File: src/rtl/alu_mul_sequencer_pkg.sv
// -----------------------------------------------------------------------------
// alu_mul_sequencer_pkg
//   Shared definitions for the EX-stage ALU/multiply sequencer:
//     - DEFAULT_WIDTH : default datapath width, must match the ALU
//     - EXE_*         : 4-bit EX command codes understood by the ALU
//     - seq_state_e   : sequencer state encoding
//     - alu_owner_e   : which side currently drives the ALU input ports
// -----------------------------------------------------------------------------
package alu_mul_sequencer_pkg;

    localparam int DEFAULT_WIDTH = 32;

    // EX command codes. Only EXE_ADD is issued by the sequencer itself; the
    // rest are carried through untouched from the pipeline.
    localparam logic [3:0] EXE_ADD  = 4'b0000;
    localparam logic [3:0] EXE_SUB  = 4'b0001;
    localparam logic [3:0] EXE_AND  = 4'b0010;
    localparam logic [3:0] EXE_OR   = 4'b0011;
    localparam logic [3:0] EXE_XOR  = 4'b0100;
    localparam logic [3:0] EXE_SLL  = 4'b0101;
    localparam logic [3:0] EXE_SRL  = 4'b0110;
    localparam logic [3:0] EXE_SRA  = 4'b0111;
    localparam logic [3:0] EXE_SLT  = 4'b1000;
    localparam logic [3:0] EXE_SLTU = 4'b1001;

    typedef enum logic [1:0] {
        ST_IDLE = 2'd0,
        ST_RUN  = 2'd1,
        ST_DONE = 2'd2
    } seq_state_e;

    typedef enum logic {
        OWNER_PIPE = 1'b0,
        OWNER_SEQ  = 1'b1
    } alu_owner_e;

endpackage

File: src/rtl/alu_mul_sequencer_port_mux.sv
// -----------------------------------------------------------------------------
// alu_mul_sequencer_port_mux
//   Combinational owner-select of the ALU command/operand ports.
//   Ports:
//     i_owner                        : OWNER_PIPE or OWNER_SEQ
//     i_pipe_cmd/val1/val2           : pipeline request
//     i_seq_cmd/val1/val2            : sequencer request
//     o_alu_cmd/val1/val2            : ports driven to the ALU
// -----------------------------------------------------------------------------
module alu_mul_sequencer_port_mux
    import alu_mul_sequencer_pkg::*;
#(
    parameter int WIDTH = DEFAULT_WIDTH
) (
    input  alu_owner_e        i_owner,
    input  logic [3:0]        i_pipe_cmd,
    input  logic [WIDTH-1:0]  i_pipe_val1,
    input  logic [WIDTH-1:0]  i_pipe_val2,
    input  logic [3:0]        i_seq_cmd,
    input  logic [WIDTH-1:0]  i_seq_val1,
    input  logic [WIDTH-1:0]  i_seq_val2,
    output logic [3:0]        o_alu_cmd,
    output logic [WIDTH-1:0]  o_alu_val1,
    output logic [WIDTH-1:0]  o_alu_val2
);

    always_comb begin
        // NOTE: every output gets a default before any branch so no path
        // leaves it unassigned, which would infer a latch.
        o_alu_cmd  = i_pipe_cmd;
        o_alu_val1 = i_pipe_val1;
        o_alu_val2 = i_pipe_val2;
        if (i_owner == OWNER_SEQ) begin
            o_alu_cmd  = i_seq_cmd;
            o_alu_val1 = i_seq_val1;
            o_alu_val2 = i_seq_val2;
        end
    end

endmodule

File: src/rtl/alu_mul_sequencer.sv
// -----------------------------------------------------------------------------
// alu_mul_sequencer
//   Shares the EX-stage ALU between the pipeline and an iterative
//   shift-and-add multiplier. Idle: pipeline requests pass straight through.
//   On a multiply request the block owns the ALU, issues one ADD per
//   multiplier bit and stalls the pipeline until the low-word product is
//   ready (one-cycle o_mul_done pulse).
//   Ports:
//     i_clk, i_rst                  : clock, asynchronous active-low reset
//     i_pipe_cmd/val1/val2          : EX command and operands from the pipeline
//     i_mul_start, i_mul_a, i_mul_b : multiply request, multiplicand, multiplier
//     i_alu_out                     : result from the external ALU
//     o_alu_cmd/val1/val2           : command and operands driven to the ALU
//     o_stall                       : freeze upstream pipeline stages
//     o_busy                        : sequencer owns the ALU
//     o_mul_done, o_mul_result      : result-valid pulse, low word of a*b
// -----------------------------------------------------------------------------
module alu_mul_sequencer
    import alu_mul_sequencer_pkg::*;
#(
    parameter int WIDTH      = DEFAULT_WIDTH,
    parameter bit EARLY_EXIT = 1'b1
) (
    input  logic              i_clk,
    input  logic              i_rst,
    input  logic [3:0]        i_pipe_cmd,
    input  logic [WIDTH-1:0]  i_pipe_val1,
    input  logic [WIDTH-1:0]  i_pipe_val2,
    input  logic              i_mul_start,
    input  logic [WIDTH-1:0]  i_mul_a,
    input  logic [WIDTH-1:0]  i_mul_b,
    input  logic [WIDTH-1:0]  i_alu_out,
    output logic [3:0]        o_alu_cmd,
    output logic [WIDTH-1:0]  o_alu_val1,
    output logic [WIDTH-1:0]  o_alu_val2,
    output logic              o_stall,
    output logic              o_busy,
    output logic              o_mul_done,
    output logic [WIDTH-1:0]  o_mul_result
);

    localparam int CNT_W = $clog2(WIDTH) + 1;

    seq_state_e        r_state;
    seq_state_e        w_next_state;
    alu_owner_e        w_owner;

    logic [WIDTH-1:0]  r_acc;
    logic [WIDTH-1:0]  r_mcand;
    logic [WIDTH-1:0]  r_mplr;
    logic [CNT_W-1:0]  r_cnt;
    logic [WIDTH-1:0]  r_mul_result;

    logic              w_start_accept;
    logic [WIDTH-1:0]  w_mplr_next;
    logic [WIDTH-1:0]  w_acc_next;
    logic              w_last_iter;

    // ------------------------------------------------------------------
    // Iteration helpers
    // ------------------------------------------------------------------
    assign w_start_accept = (r_state == ST_IDLE) && i_mul_start;
    assign w_mplr_next    = r_mplr >> 1;
    // The ALU is computing acc + mcand this cycle; keep it only when the
    // current multiplier bit is set.
    assign w_acc_next     = r_mplr[0] ? i_alu_out : r_acc;
    // Early exit looks at the multiplier as it will be after this shift:
    // once no set bits remain, further ADDs cannot change the product.
    assign w_last_iter    = (r_cnt == CNT_W'(WIDTH - 1))
                         || (EARLY_EXIT && (w_mplr_next == '0));

    // ------------------------------------------------------------------
    // FSM: state register
    // ------------------------------------------------------------------
    always_ff @(posedge i_clk or negedge i_rst) begin
        if (!i_rst) begin
            r_state <= ST_IDLE;
        end else begin
            // NOTE: clocked state uses non-blocking assignments so every
            // register samples pre-edge values regardless of block order.
            r_state <= w_next_state;
        end
    end

    // ------------------------------------------------------------------
    // FSM: next-state logic
    // ------------------------------------------------------------------
    always_comb begin
        w_next_state = r_state;
        case (r_state)
            ST_IDLE: begin
                if (i_mul_start) begin
                    w_next_state = (i_mul_b == '0) ? ST_DONE : ST_RUN;
                end
            end
            ST_RUN: begin
                if (w_last_iter) begin
                    w_next_state = ST_DONE;
                end
            end
            ST_DONE: w_next_state = ST_IDLE;
            default: w_next_state = ST_IDLE;
        endcase
    end

    // ------------------------------------------------------------------
    // FSM: outputs
    // ------------------------------------------------------------------
    always_comb begin
        w_owner    = OWNER_PIPE;
        o_stall    = 1'b0;
        o_busy     = 1'b0;
        o_mul_done = 1'b0;
        case (r_state)
            ST_IDLE: begin
                // Hold the requesting instruction in EX while the start is
                // being accepted.
                o_stall = i_mul_start;
            end
            ST_RUN: begin
                w_owner = OWNER_SEQ;
                o_stall = 1'b1;
                o_busy  = 1'b1;
            end
            ST_DONE: begin
                // Stall drops so the pipeline captures o_mul_result now.
                o_busy     = 1'b1;
                o_mul_done = 1'b1;
            end
            default: ;
        endcase
    end

    // ------------------------------------------------------------------
    // Multiplier datapath
    // ------------------------------------------------------------------
    always_ff @(posedge i_clk or negedge i_rst) begin
        if (!i_rst) begin
            r_acc        <= '0;
            r_mcand      <= '0;
            r_mplr       <= '0;
            r_cnt        <= '0;
            r_mul_result <= '0;
        end else begin
            case (r_state)
                ST_IDLE: begin
                    if (w_start_accept) begin
                        r_acc   <= '0;
                        r_mcand <= i_mul_a;
                        r_mplr  <= i_mul_b;
                        r_cnt   <= '0;
                        // A zero multiplier skips RUN entirely.
                        if (i_mul_b == '0) begin
                            r_mul_result <= '0;
                        end
                    end
                end
                ST_RUN: begin
                    r_acc   <= w_acc_next;
                    r_mcand <= r_mcand << 1;
                    r_mplr  <= w_mplr_next;
                    r_cnt   <= r_cnt + CNT_W'(1);
                    if (w_last_iter) begin
                        r_mul_result <= w_acc_next;
                    end
                end
                default: ;
            endcase
        end
    end

    assign o_mul_result = r_mul_result;

    // ------------------------------------------------------------------
    // ALU port ownership
    // ------------------------------------------------------------------
    alu_mul_sequencer_port_mux #(
        .WIDTH (WIDTH)
    ) u_port_mux (
        .i_owner     (w_owner),
        .i_pipe_cmd  (i_pipe_cmd),
        .i_pipe_val1 (i_pipe_val1),
        .i_pipe_val2 (i_pipe_val2),
        .i_seq_cmd   (EXE_ADD),
        .i_seq_val1  (r_acc),
        .i_seq_val2  (r_mcand),
        .o_alu_cmd   (o_alu_cmd),
        .o_alu_val1  (o_alu_val1),
        .o_alu_val2  (o_alu_val2)
    );

endmodule

File: config.mk
export PLATFORM = sky130hd
export DESIGN_NAME = alu_mul_sequencer
export DESIGN_NICKNAME = d
export VERILOG_FILES = /design/src/rtl/alu_mul_sequencer_pkg.sv /design/src/rtl/alu_mul_sequencer_port_mux.sv /design/src/rtl/alu_mul_sequencer.sv
export SDC_FILE = /design/constraint.sdc
export NUM_CORES = 1
export LEC_CHECK = 0
export BUFFER_PORTS_ARGS = -buffer_cell sky130_fd_sc_hd__buf_2
export CAP_MARGIN = 5
export CELL_PAD_IN_SITES_DETAIL_PLACEMENT = 1
export CELL_PAD_IN_SITES_GLOBAL_PLACEMENT = 1
export CORE_ASPECT_RATIO = 1.5
export CORE_MARGIN = 5
export CORE_UTILIZATION = 34
export DETAILED_ROUTE_END_ITERATION = 10
export PLACE_DENSITY = 0.87
export SLEW_MARGIN = 0
export SYNTH_ARGS = -nofsm -noshare
export SYNTH_HDL_FRONTEND = slang
export SYNTH_SLANG_ARGS = --single-unit
File: constraint.sdc
create_clock -name i_clk -period 2.1 [get_ports i_clk]
set_clock_uncertainty 0.15 [all_clocks]
set_input_delay 0.315 -clock i_clk [delete_from_list [all_inputs] [get_ports i_clk]]
set_output_delay 0.315 -clock i_clk [all_outputs]
set_load 0.05 [all_outputs]
==> flow_summary.toml <==
[logic_synthesis]
syn_area_per_cell_um2 = 10.8
ys_warn_count = 0
synth_fa_ha_area_share_pct = 0.692
synth_top_area_cell = "dfrtp_1"
synth_edf_count = 0
postSynthCellCount = 667
yosys.area_share.simple_pct = 10.9
synth_compound_area_share_pct = 16.2
synth_top_area_share_pct = 47.1
synth_area_leaders = "dfrtp_1, mux2_2, nand2_1"
synth_mux_area_share_pct = 21.1
ys_seq_area_share_pct = 47.1
synth_top_family_by_area = "multiplexers"
syn_nets = 838
synth_ff_type = "dfrtp_1"
synth_cell_types = 32
ys_async_sr_fraction_pct = 100
netlist_area_um2 = 7230
synth_xor_area_share_pct = 0.363
synth-seq-cells = 136

[job]
cap_viol_max_count = 0

[placed_design]
place_congestion = 0.776
dp_hpwl_um = 17300
post-place-ws_ps = -103
port_buffers = 269

[detailed_routing]
drt_wl_total_um = 35600
vias = 7253
ant_nets = 0
via_per_inst = 5.61
drc = 0
wl_per_cell_um = 27.5
drt_iter0_drc = 473
drtPass1Iterations = 5

[clocking]
numCtsBuffers = 17
insertion_delay_ps = 430
cts_tree = "done"
cts-root-buf = "clkbuf_16"
clock-sinks = 136
cts.clk_slew.worst_paths_ps = 60
htreeDepth = 4
cts.path.max_buffers = 2

[finish]
drive_gt1_share_pct = 63.2
area_delta_synth_final_pct = 73.7
nNetsFinal = 1176
layout_commonest_cell = "buf_2"
final_cell_mix = "buf_2, dfrtp_1, nand2_1"

[status]
violations = "negative setup slack"
status = "finished, violations left"

[timing]
hold_viol = 0
setup_ws_ps = -328
hold_ws_ps = 38.0
worst_pin_slew_ps = 577
setup_viol = 181
slew_viol_final = 0
period_minus_slack_ps = 2430
relSlewSlack_pct = 61.4
rsz0062_at_grt = "true"
fmax_mhz = 412
finalCritPeriodShare_pct = 116

[worst_setup_path]
startpoint = "r_state[1]"
reg2regPathDepth = 11
cp_max_fo = 6
r2r_setup_slack_ps = -330
reg2reg_to = "r_mplr[9]"
crit_path_end = "o_alu_val2[9]"
critPathKind = "reg2out"
critPathLaunchType = "flop"
cp.arrival_ps = 1960
worstReg2RegStart = "r_state[0]"
setup.worst_path.end_class = "output pin"
cp.required_ps = 1630

[floorplanning]
initial_utilization_pct = 34.5
die_h_um = 189
dieWidth_um = 129
coreArea_um2 = 21000
dieArea_um2 = 24300
ios = 270
rows = 65

[min_path]
hold_path.class = "in2reg"

[power]
powerDensity_nw_per_um2 = 1840
max-vdd-ir-drop_mv = 0.877
p_leak_nw = 6.00

[global_routing]
grt_pass1_vias = 7605
antenna_found_initial = 6
gr-usage-all-layers_pct = 22.7
grt_pass1_wl_um = 42800
grt_max_degree = 53
overflow = 0
[cell usage after synthesis (4+ instances only)]
cell / instances
a21oi_1: 4
a22oi_1: 38
buf_1: 8
buf_2: 17
buf_6: 6
clkbuf_1: 19
dfrtp_1: 136
ha_1: 4
mux2_2: 97
mux2i_1: 43
nand2_1: 145
nand4_1: 6
nor2_1: 6
nor2b_1: 4
nor4_1: 15
o21ai_0: 57
o21ai_1: 7
o2bb2ai_2: 30
[power by group]
| part | switching (mW) | internal [mW] | leakage (nW) |
|---|---|---|---|
| clock | 1.23 | 2.27 | 0.329 |
| combinational | 8.06 | 6.61 | 3.89 |
| sequential | 1.30 | 3.70 | 1.78 |
| total | 10.6 | 12.6 | 6.00 |
[layout make-up]
type / count / area [um^2]
Antenna cell: 6 / 15.0
Clock buffer: 22 / 494
Clock inverter: 10 / 188
Fill cell: 2129 / 8420
Inverter: 3 / 11.3
Multi-Input combinational cell: 478 / 4430
Sequential cell: 136 / 3400
Tap cell: 268 / 335
Timing Repair Buffer: 369 / 3680
[kinds of logic (layout without fill, tap and decap cells)]
family / after synthesis / count (layout)
compound gates: 146 / 146
xor+xnor: 3 / 3
fa+ha+maj: 4 / 4
buf+inv: 53 / 404
flops: 136 / 136
mux: 140 / 140
other cells: 0 / 6
simple gates: 185 / 185
[worst min-delay path by stage]
stage / from / endpoint / slack (ps) / cells past startpoint
floorplan: i_rst / o_mul_result[0] / -130 / 0
global route: i_mul_b[31] / r_mplr[31] / 30 / 2
finish: i_mul_a[13] / r_mcand[13] / 40 / 3
detailed placement: i_rst / r_mplr[12] / 130 / 1
CTS: i_mul_a[22] / r_mcand[22] / 0.6 / 3
global placement: i_rst / r_mplr[12] / 120 / 1
[critical path, stage by stage (launching register included)]
cell and delay (ps):
dfrtp_1 400, inv_2 90, ha_4 170, buf_6 130, buf_12 120, clkbuf_16 150, mux2_4 310, buf_8 150
[registers in the layout (all words and copies together), names as in the netlist]
register	count
r_state	2
r_mplr	32
r_cnt	6
r_acc	32
o_mul_result	32
r_mcand	32
[layer usage]
layer / global-route usage (%) / routed length (um) / vias to the layer above
met5: 0 / 0 / -
met4: 10.9 / 1820 / 0
met3: 4.82 / 1560 / 123
met2: 42.3 / 19800 / 320
met1: 23.6 / 12400 / 3706
li1: - / - / 3104
[stage by stage]
step           instance area (um^2)  cells  util [%]  TNS (ps)  total power, mW
6_report                      12600   1292      59.9    -41160             23.2
5_1_grt                       12600   1292      59.9    -51510             24.0
3_3_place_gp                   9060   1177      43.2         0             13.5
3_5_place_dp                   9060   1177      43.2     -2840             13.8
2_1_floorplan                  7240    667         -      -623             11.2
4_1_cts                       10900   1243      52.0    -26050             19.3
[repair_timing]
action,CTS,global route
gates resized for setup,221,275
setup endpoints to repair,71,191
cloned,9,25
pin swaps,3,42
hold buffers,9,0
hold endpoints to repair,50,0
setup buffers,16,22
Note: power is estimated with default switching activity, not from simulation.
